==> config.mk <==
export PLATFORM = sky130hd
export DESIGN_NAME = fetch_queue_flat
export DESIGN_NICKNAME = d
export VERILOG_FILES = /design/src/rtl/fetch_queue_if.sv /design/src/rtl/fetch_queue.sv /design/src/flat_wrapper.sv
export SDC_FILE = /design/constraint.sdc
export NUM_CORES = 1
export LEC_CHECK = 0
export CAP_MARGIN = 20
export CORE_UTILIZATION = 52
export CTS_CLUSTER_SIZE = 12
export DETAILED_ROUTE_END_ITERATION = 10
export GPL_TIMING_DRIVEN = 0
export HOLD_SLACK_MARGIN = 0.05
export PLACE_DENSITY = 0.8
export SLEW_MARGIN = 40
export SYNTH_ARGS = -nofsm -noshare
export SYNTH_HDL_FRONTEND = slang
export SYNTH_SLANG_ARGS = --single-unit
==> constraint.sdc <==
create_clock -name clk -period 6.4 [get_ports clk]
set_input_delay 1.28 -clock clk [delete_from_list [all_inputs] [get_ports clk]]
set_output_delay 1.28 -clock clk [all_outputs]
set_load 0.03 [all_outputs]
==> src/rtl/fetch_queue_if.sv <==
// ---------------------------------------------------------------------------
// fetch_queue_if
//
// Instruction cache read port shared between the fetch stage and the cache.
//
// Signals:
//   rd_addr  fetch -> cache   32  word-aligned read address
//   rd_req   fetch -> cache    1  read request
//   rd_wait  cache -> fetch    1  read not complete this cycle
//   rd_data  cache -> fetch   32  read data, valid when rd_req && !rd_wait
//
// Modports:
//   master  the fetch stage (drives address/request)
//   slave   the instruction cache (drives wait/data)
// ---------------------------------------------------------------------------
interface fetch_queue_if;
    logic [31:0] rd_addr;
    logic        rd_req;
    logic        rd_wait;
    logic [31:0] rd_data;

    modport master (
        output rd_addr,
        output rd_req,
        input  rd_wait,
        input  rd_data
    );

    modport slave (
        input  rd_addr,
        input  rd_req,
        output rd_wait,
        output rd_data
    );
endinterface

==> src/rtl/fetch_queue.sv <==
// ---------------------------------------------------------------------------
// fetch_queue
//
// Instruction fetch stage sitting directly in front of decode. Owns the fetch
// PC, issues one word read per cycle to the instruction cache and buffers the
// returned instructions in a small FIFO so decode stalls and cache wait states
// do not lose or duplicate work. Branch/exception redirects flush everything
// younger and restart fetch at the new target.
//
// Parameters:
//   RESET_PC  fetch address loaded on reset
//   QDEPTH    instruction queue entries (power of two, >= 2)
//
// Ports:
//   clk     in   1   clock
//   rst     in   1   synchronous active-high reset
//   ic      master   instruction cache read port (see fetch_queue_if)
//   stall   in   1   decode cannot accept; hold outputs
//   jmp     in   1   redirect fetch; flush everything younger
//   jmppc   in  32   redirect target (low two bits ignored)
//   bubble  out  1   insn/pc not valid this cycle
//   insn    out 32   instruction to decode
//   pc      out 32   address of insn
// ---------------------------------------------------------------------------
module fetch_queue #(
    parameter logic [31:0] RESET_PC = 32'h0000_0000,
    parameter int          QDEPTH   = 2
) (
    input  logic                 clk,
    input  logic                 rst,
    fetch_queue_if.master        ic,
    input  logic                 stall,
    input  logic                 jmp,
    input  logic [31:0]          jmppc,
    output logic                 bubble,
    output logic [31:0]          insn,
    output logic [31:0]          pc
);

    // Pointers carry one extra wrap bit so full and empty can be told apart
    // when the index bits match.
    localparam int AW = $clog2(QDEPTH);
    localparam int PW = AW + 1;

    localparam logic [31:0] WORD_MASK = 32'hFFFF_FFFC;

    logic [31:0]   reqpc;
    logic [PW-1:0] head;
    logic [PW-1:0] tail;
    logic [31:0]   q_insn [QDEPTH];
    logic [31:0]   q_pc   [QDEPTH];

    logic empty;
    logic full;
    logic pop;
    logic fetch_done;
    logic bypass;
    logic push;

    // Queue status from the pointer pair: equal pointers mean empty, equal
    // index with differing wrap bits means every slot is occupied.
    assign empty = (head == tail);
    assign full  = (head[AW] != tail[AW]) && (head[AW-1:0] == tail[AW-1:0]);

    // Decode consumes the head whenever it is not stalled; reset and redirect
    // discard the queue instead of draining it.
    assign pop = !rst && !jmp && !stall && !empty;

    // A read is only issued when its result is guaranteed a home: either a
    // free slot exists or the head leaves this same cycle. Redirect and reset
    // cycles never request, so no stale data can be accepted there.
    assign ic.rd_req  = !rst && !jmp && (!full || pop);
    assign ic.rd_addr = reqpc;

    assign fetch_done = ic.rd_req && !ic.rd_wait;

    // With nothing queued and decode ready, the returning word skips the
    // queue and lands in the output register directly (1-cycle latency).
    assign bypass = fetch_done && !stall && empty;
    assign push   = fetch_done && !bypass;

    // Fetch PC: reset and redirect load a word-aligned target, otherwise the
    // PC advances only when the cache actually delivers the word.
    always_ff @(posedge clk) begin
        if (rst) begin
            reqpc <= RESET_PC & WORD_MASK;
        end else if (jmp) begin
            reqpc <= jmppc & WORD_MASK;
        end else if (fetch_done) begin
            reqpc <= reqpc + 32'd4;
        end
    end

    // Queue pointers: a redirect empties the queue by resetting both
    // pointers, since nothing older than the branch may survive it.
    always_ff @(posedge clk) begin
        if (rst || jmp) begin
            head <= '0;
            tail <= '0;
        end else begin
            if (push) begin
                tail <= tail + PW'(1);
            end
            if (pop) begin
                head <= head + PW'(1);
            end
        end
    end

    // Queue storage holds the instruction together with the PC it came from.
    // When full, a push only happens alongside a pop, so writing the tail slot
    // (same index as the head) is safe: the head is read out this cycle.
    always_ff @(posedge clk) begin
        if (push) begin
            q_insn[tail[AW-1:0]] <= ic.rd_data;
            q_pc[tail[AW-1:0]]   <= reqpc;
        end
    end

    // Output register toward decode. Priority: reset, redirect, stall hold,
    // queued head, bypassed fresh read, then bubble. insn/pc keep their last
    // value whenever bubble is raised outside reset.
    always_ff @(posedge clk) begin
        if (rst) begin
            bubble <= 1'b1;
            insn   <= 32'h0;
            pc     <= 32'h0;
        end else if (jmp) begin
            bubble <= 1'b1;
        end else if (!stall) begin
            if (pop) begin
                bubble <= 1'b0;
                insn   <= q_insn[head[AW-1:0]];
                pc     <= q_pc[head[AW-1:0]];
            end else if (bypass) begin
                bubble <= 1'b0;
                insn   <= ic.rd_data;
                pc     <= reqpc;
            end else begin
                bubble <= 1'b1;
            end
        end
    end

endmodule

==> src/flat_wrapper.sv <==
// flat-port wrapper written by rule: the top's interface ports become plain ports
module fetch_queue_flat 
#(
    parameter logic [31:0] RESET_PC = 32'h0000_0000,
    parameter int          QDEPTH   = 2
)
  (clk, rst, stall, jmp, jmppc, bubble, insn, pc, ic_rd_addr, ic_rd_req, ic_rd_wait, ic_rd_data);
  fetch_queue_if ic_i ();
  input  logic clk;
  input  logic rst;
  input  logic stall;
  input  logic jmp;
  input  logic [31:0] jmppc;
  output logic bubble;
  output logic [31:0] insn;
  output logic [31:0] pc;
  output wire logic [$bits(ic_i.rd_addr)-1:0] ic_rd_addr;
  output wire logic [$bits(ic_i.rd_req)-1:0] ic_rd_req;
  input wire logic [$bits(ic_i.rd_wait)-1:0] ic_rd_wait;
  input wire logic [$bits(ic_i.rd_data)-1:0] ic_rd_data;
  assign ic_rd_addr = ic_i.rd_addr;
  assign ic_rd_req = ic_i.rd_req;
  assign ic_i.rd_wait = ic_rd_wait;
  assign ic_i.rd_data = ic_rd_data;
  fetch_queue #(.RESET_PC(RESET_PC), .QDEPTH(QDEPTH)) u_core (.clk(clk), .rst(rst), .ic(ic_i), .stall(stall), .jmp(jmp), .jmppc(jmppc), .bubble(bubble), .insn(insn), .pc(pc));
endmodule
==> qor.csv, run 1 <==
stage,metric,value,unit
power_and_ir_drop,pwr dens,262,nW/um^2
yosys,dominant synthesized flop cell,edfxtp_1,
sta,fmax,219,MHz
yosys,synthesized cell area,8990,um^2
clock_network,CTS sink count,222,
layout,fillcell total,1265,
sta,Max-slew headroom,0.463,
power_and_ir_drop,Comb power frac,0.079,
worst_setup_path,crit end category,primary output,
placement,routability cong.,0.816,
worst_setup_path,Critical Path Source Type,primary input,
placement,PortBufs,158,
layout,most frequent cells in the layout,"clkdlybuf4s50_1, nand2_1, edfxtp_1, dfxtp_1, a21oi_1",
sta,Final Hold Fails,0,
clock_network,Worst-Skew Late Latency,500,ps
floorplan,Starting Density,0.538,
global_route,global-route wire length before repair,35800,um
power_and_ir_drop,internal power,0.00237,W
flow_run,maxcap violations,0,
worst_setup_path,"Worst Path Class, Setup",in -> out,
clock_network,Hold Buf Count CTS,0,
detailed_routing,Total Wirelength,22500,um
worst_hold_path,hold path startpoint,u_core.insn[23],
clock_network,clock buffer depth,3,
layout,Final #Nets,1042,
worst_setup_path,R2R cell count,7,
global_route,largest net degree at the start of global routing,25,
clock_network,CTS buffer count,23,
detailed_routing,drt initial violations,380,
worst_hold_path,Hold Path Stages,2,
yosys,Yosys cell types,43,
layout,"commonest non-fill, non-tap cell in the layout",clkdlybuf4s50_1,
clock_network,# H-tree levels,1,
sta,worst setup margin,1820,ps
yosys,share of the synthesized area in the top cell type,0.414,
floorplan,core box area,16700,um^2
worst_setup_path,Most Frequent Cell on Critical Path,clkdlybuf4s50_1,
detailed_routing,Wirelength per Cell,18.7,um
floorplan,Core Rows,47,
floorplan,DIE HEIGHT,133,um
power_and_ir_drop,Sw Ratio,0.226,
floorplan,chip width,133,um
sta,Pins Over Slew Limit,0,
yosys,Synth Warn #,0,
clock_network,root buffer cell,clkbuf_16,
yosys,asr flop ratio synth,0,
run_status,status,"complete, no violations",
global_route,initial antenna violation count,0,
worst_setup_path,CP max-delay cell,clkdlybuf4s50_1,
power_and_ir_drop,worst vdd ir,0.204,mV
worst_setup_path,"Req. time, crit path",5120,ps
yosys,Synth Register Bits,222,
yosys,sequential area share after synthesis,0.633,
power_and_ir_drop,Lkg Pwr,3.62,nW
sta,final setup vio count,0,
yosys,biggest area consumer among synthesized cells,edfxtp_1,
worst_hold_path,HP Class,reg -> reg,
global_route,total grt overflow,0,
sta,clock skew after layout,9.08,ps
worst_setup_path,RR Endpoint,u_core.ic.rd_addr[20],
sta,crit path time final,4580,ps
placement,Place WS,1820,ps
clock_network,CTS tree,built,
detailed_routing,Initial DRT Pass Iterations,5,
sta,unrepaired setup endpoints after global routing,no,
detailed_routing,number of remaining DRC errors,0,
clock_network,Post-CTS Setup Inserts,0,
worst_hold_path,WHS Endpoint,u_core.insn[23],
power_and_ir_drop,Clk pwr share,0.406,
worst_setup_path,largest stage delay on the critical path,730,ps
yosys,Post-synth EDFFs,124,
worst_setup_path,worst path arrival time,3300,ps
detailed_routing,DR vias,6798,
worst_setup_path,CP Max Fanout,8,
power_and_ir_drop,sequential share of power,0.515,
worst_setup_path,crit path cell chain,"clkdlybuf4s50_1, or2_2, clkbuf_1, a31oi_1, clkdlybuf4s50_1",
placement,DP Cell Count,1167,
floorplan,die area,17800,um^2
worst_setup_path,R2R setup slack,3770,ps
layout,final core area utilization,0.700,
yosys,Post-Syn Instances,780,
clock_network,clk slew on worst S/H paths,60,ps
detailed_routing,antenna-violating nets left,0,
global_route,vias in the first global route,6683,
yosys,"top cells by area, synth","edfxtp_1, dfxtp_1, mux2i_1, nand2_1, o211ai_1",
yosys,Synth Area per Inst,11.5,um^2
global_route,Global Route Usage Sum,0.257,
power_and_ir_drop,Sw Pwr,0.000692,W
worst_setup_path,Worst R2R Start,u_core.ic.rd_addr[6],
floorplan,num ports,167,
clock_network,Resize count post-CTS,0,
placement,Detailed Place HPWL,14900,um
layout,Multi-input gate area,3060,um^2
layout,Layout Cells excl Fill,1208,
sta,post-route clock period utilization,0.715,
layout,Syn-to-layout area delta,30.0,%
layout,sequential cell area,5690,um^2
sta,Worst-Margin Slew,806,ps
layout,ANT cells,0,
detailed_routing,drt via density,5.63,
layout,share of layout cells above drive strength 1,0.0536,
[synth_stat cells, drive strengths merged (9+ instances only)]
master	number
a211oi	18
a21oi	67
buf	15
clkbuf	43
dfxtp	98
edfxtp	124
mux2i	63
nand2	145
nand4	9
nor2	36
o211ai	63
xnor2	14
xor2	13
[flip-flops by register name (all words and copies together), names as in the netlist, named ones only]
register	flops
u_core.head	2
u_core.ic.rd_addr	30
u_core.insn	32
u_core.q_insn	64
u_core.tail	2
u_core.bubble	1
u_core.pc	30
u_core.q_pc	60
[how the worst max path moves through the flow]
| stage | slack, ps | to | startpoint |
|---|---|---|---|
| finish | 1820 | ic_rd_req | rst |
| global placement | -710 | u_core.q_pc[0][14] | stall |
| CTS | 1810 | ic_rd_req | rst |
| floorplan | 1090 | u_core.q_insn[0][0] | stall |
| detailed placement | 1820 | ic_rd_req | rst |
| global route | 1740 | ic_rd_req | rst |
[critical path, delay by kind of cell]
| kind | cells | cell delay, ps |
|---|---|---|
| buffers and inverters | 3 | 1400 |
| AOI/OAI and AO/OA | 1 | 330 |
| and+or+nand+nor | 1 | 290 |
[stage by stage]
step | total power, W | setup TNS [ps] | instance area [um^2] | hold slack [ps]
after detailed placement | 0.00185 | 0 | 11000 | 446
after global routing | 0.00316 | 0 | 11700 | 464
after CTS | 0.00308 | 0 | 11700 | 454
after global placement | 0.00184 | -44100 | 10900 | 443
final | 0.00306 | 0 | 11700 | 452
after floorplan | 0.00172 | 0 | 9000 | 584
[power groups by stage]
stage               logic (W)  clock network (W)  registers (W)
CTS                  0.000243            0.00126        0.00158
global placement     0.000233                  0        0.00161
finish               0.000243            0.00124        0.00158
floorplan           0.0000788                  0        0.00164
detailed placement   0.000241                  0        0.00161
global route         0.000259            0.00132        0.00158
[routing by layer]
layer	GRT usage	vias up	wire length, um
met2	0.422	261	10900
met1	0.343	3248	9490
li1	-	3234	-
met4	0.0783	0	527
met5	0	-	0
met3	0.0510	55	1600
[cells by family after synthesis]
family          count (synthesis)  synth area share
xor+xnor                       28            0.0305
other cells                     1          0.000417
compound gates                177             0.130
simple gates                  222             0.105
fa+ha+maj                       1           0.00139
flops                         222             0.633
buf+inv                        66            0.0299
mux                            63            0.0702
[area by class of cell]
type / count / area share
Buffer: 58 / 0.0204
Clock buffer: 40 / 0.0590
Clock inverter: 1 / 0.000428
Inverter: 8 / 0.00257
Multi-Input combinational cell: 495 / 0.262
Sequential cell: 222 / 0.486
Tap cell: 220 / 0.0236
Timing Repair Buffer: 164 / 0.146
(Power assumes the default switching activity.)
==> inputs of run 2 (changes only) <==
==> constraint.sdc (replaced) <==
create_clock -name clk -period 4.7 [get_ports clk]
set_input_delay 0.94 -clock clk [delete_from_list [all_inputs] [get_ports clk]]
set_output_delay 0.94 -clock clk [all_outputs]
set_load 0.03 [all_outputs]
==> run 2 against run 1 <==
Net effect: combinational power increased by 36%; critical path type unchanged; largest power group unchanged; highest routed layer unchanged; clock skew increased by 9.7 ps; sequential share of layout area about the same; via count decreased by 0.50%; register-to-register slack got worse by 1800 ps; hold slack about the same; first-iteration DRC count increased by 6.6%; critical path depth unchanged; non-clock buffer count decreased by 1; clock power increased by 38%.
==> qor.csv, run 2 (synthesis results as in run 1) <==
stage,metric,value,unit,change
run_status,status,"complete, no violations",,
global_route,global-route wire length before repair,35900,um,+0.19%
detailed_routing,DR vias,6764,,-0.50%
detailed_routing,Total Wirelength,22600,um,about the same
floorplan,die area,17800,um^2,unchanged
layout,max reg flops,64,,unchanged
floorplan,chip width,133,um,unchanged
worst_setup_path,"Req. time, crit path",3760,ps,-1360 ps
global_route,vias in the first global route,6854,,+2.6%
floorplan,Core Rows,47,,unchanged
sta,crit path time final,3800,ps,
detailed_routing,Wirelength per Cell,18.7,um,about the same
sta,Pins Over Slew Limit,0,,unchanged
worst_setup_path,largest stage delay on the critical path,730,ps,about the same
clock_network,clock buffer depth,3,,unchanged
global_route,Global Route Usage Sum,0.256,,-0.000920
sta,post-route clock period utilization,0.808,,
sta,Fin Setup TNS,0,ps,unchanged
worst_setup_path,crit end category,primary output,,
sta,Worst-Margin Slew,845,ps,+39.2 ps
worst_setup_path,Worst R2R Start,u_core.tail[0],,
placement,routability cong.,0.839,,+2.8%
clock_network,Hold Buf Count CTS,0,,unchanged
worst_setup_path,Most Frequent Cell on Critical Path,clkdlybuf4s50_1,,
floorplan,DIE HEIGHT,133,um,unchanged
layout,most frequent cells in the layout,"clkdlybuf4s50_1, nand2_1, edfxtp_1, dfxtp_1, a21oi_1",,
placement,Detailed Place HPWL,14800,um,-0.38%
worst_setup_path,worst path arrival time,2860,ps,-440 ps
detailed_routing,antenna-violating nets left,0,,unchanged
sta,Final Hold Fails,0,,unchanged
power_and_ir_drop,Lkg Pwr,3.62,nW,about the same
global_route,initial antenna violation count,0,,unchanged
layout,Syn-to-layout area delta,30.1,%,about the same
worst_setup_path,"Worst Path Class, Setup",in -> out,,
worst_hold_path,HP Class,reg -> reg,,
worst_setup_path,CP Max Fanout,8,,unchanged
worst_setup_path,Setup crit start,rst,,
sta,fmax,263,MHz,
clock_network,root buffer cell,clkbuf_16,,
sta,clock skew after layout,18.7,ps,+9.66 ps
worst_setup_path,crit path cell chain,"clkdlybuf4s50_1, or2_2, clkbuf_1, a31oi_1, clkdlybuf4s50_1",,
floorplan,num ports,167,,unchanged
worst_setup_path,R2R setup slack,2010,ps,-1760 ps
clock_network,clk slew on worst S/H paths,50,ps,about the same
detailed_routing,drt via density,5.59,,-0.58%
flow_run,maxcap violations,0,,unchanged
clock_network,CTS tree,built,,
clock_network,CTS sink count,222,,unchanged
clock_network,CTS buffer count,24,,+4.3%
clock_network,# H-tree levels,1,,unchanged
layout,share of layout cells above drive strength 1,0.0536,,-0.0000542
detailed_routing,Initial DRT Pass Iterations,5,,unchanged
global_route,total grt overflow,0,,unchanged
placement,PortBufs,158,,unchanged
layout,fillcell total,1245,,-1.6%
power_and_ir_drop,post-route total power,0.00419,W,+37%
floorplan,core box area,16700,um^2,unchanged
sta,unrepaired setup endpoints after global routing,no,,
global_route,largest net degree at the start of global routing,33,,+32%
layout,Final #Nets,1042,,unchanged
worst_hold_path,hold path startpoint,u_core.insn[28],,
detailed_routing,drt initial violations,405,,+6.6%
layout,ANT cells,0,,unchanged
power_and_ir_drop,pwr dens,358,nW/um^2,+37%
sta,Max-slew headroom,0.436,,-0.0272
worst_setup_path,Critical Path Source Type,primary input,,
layout,"commonest non-fill, non-tap cell in the layout",clkdlybuf4s50_1,,
worst_setup_path,CP max-delay cell,clkdlybuf4s50_1,,
clock_network,Post-CTS Setup Inserts,0,,unchanged
worst_setup_path,crit-path leading delay family,buffers and inverters,,
sta,final setup vio count,0,,unchanged
floorplan,Starting Density,0.538,,unchanged
power_and_ir_drop,worst vdd ir,0.270,mV,+33%
clock_network,Resize count post-CTS,0,,unchanged
detailed_routing,number of remaining DRC errors,0,,unchanged
worst_setup_path,CP Buf/Inv Count,3,,unchanged
clock_network,Worst-Skew Late Latency,510,ps,about the same
-- run 2: cell types whose count changed in the layout (fill, tap and decap cells not counted), sizes merged --
cell,before,now
clkinvlp,0,1
clkinv,1,2
buf,21,20
-- run 2: final timing paths --
| path | to | cells past startpoint |
|---|---|---|
| min reg2reg | u_core.insn[28] | 2 |
| min | u_core.insn[28] | 2 |
| max reg2reg | u_core.pc[24] | 7 |
| max | ic_rd_req | 5 |
-- run 2: report_power, final --
group,total (W),leakage [nW],internal [W],switching (W)
clock network,0.00171,0.340,0.000998,0.000711
registers,0.00215,1.94,0.00210,0.0000507
logic,0.000331,1.34,0.000145,0.000186
-- run 2: final cells by class --
type,count,area (um^2),area share
well taps,220,275,0.0235
plain buffers,58,240,0.0205
clock buffers,40,692,0.0592
repair buffers,163,1700,0.145
inverters,8,30.0,0.00257
multi-input cells,495,3060,0.261
clock inverters,3,17.5,0.00150
flip-flops and latches,222,5690,0.486
-- run 2: worst register-to-register path, delay by kind of cell (launching register included) --
kind                   cells  cell delay [ps]
AO/OA/AOI/OAI              3             1070
XOR/XNOR                   1              180
buffers and inverters      3             1060
flip-flops                 1              300
-- run 2: stage by stage --
step,cells,instance area (um^2),utilization,hold WS [ps],setup WS (ps)
2_1_floorplan,783,9000,-,584,752
3_3_place_gp,1161,10900,0.650,442,-349
3_5_place_dp,1166,11000,0.658,447,852
4_1_cts,1209,11700,0.700,455,906
5_1_grt,1209,11700,0.700,464,852
6_report,1209,11700,0.700,452,904
-- run 2: layer usage --
metal	vias up	global-route usage	part of all wire	wire length, um
met3	34	0.0422	0.065	1460
met2	258	0.433	0.49	11100
met1	3234	0.337	0.43	9600
met5	-	0	0	0
met4	0	0.0783	0.019	427
li1	3238	-	-	-
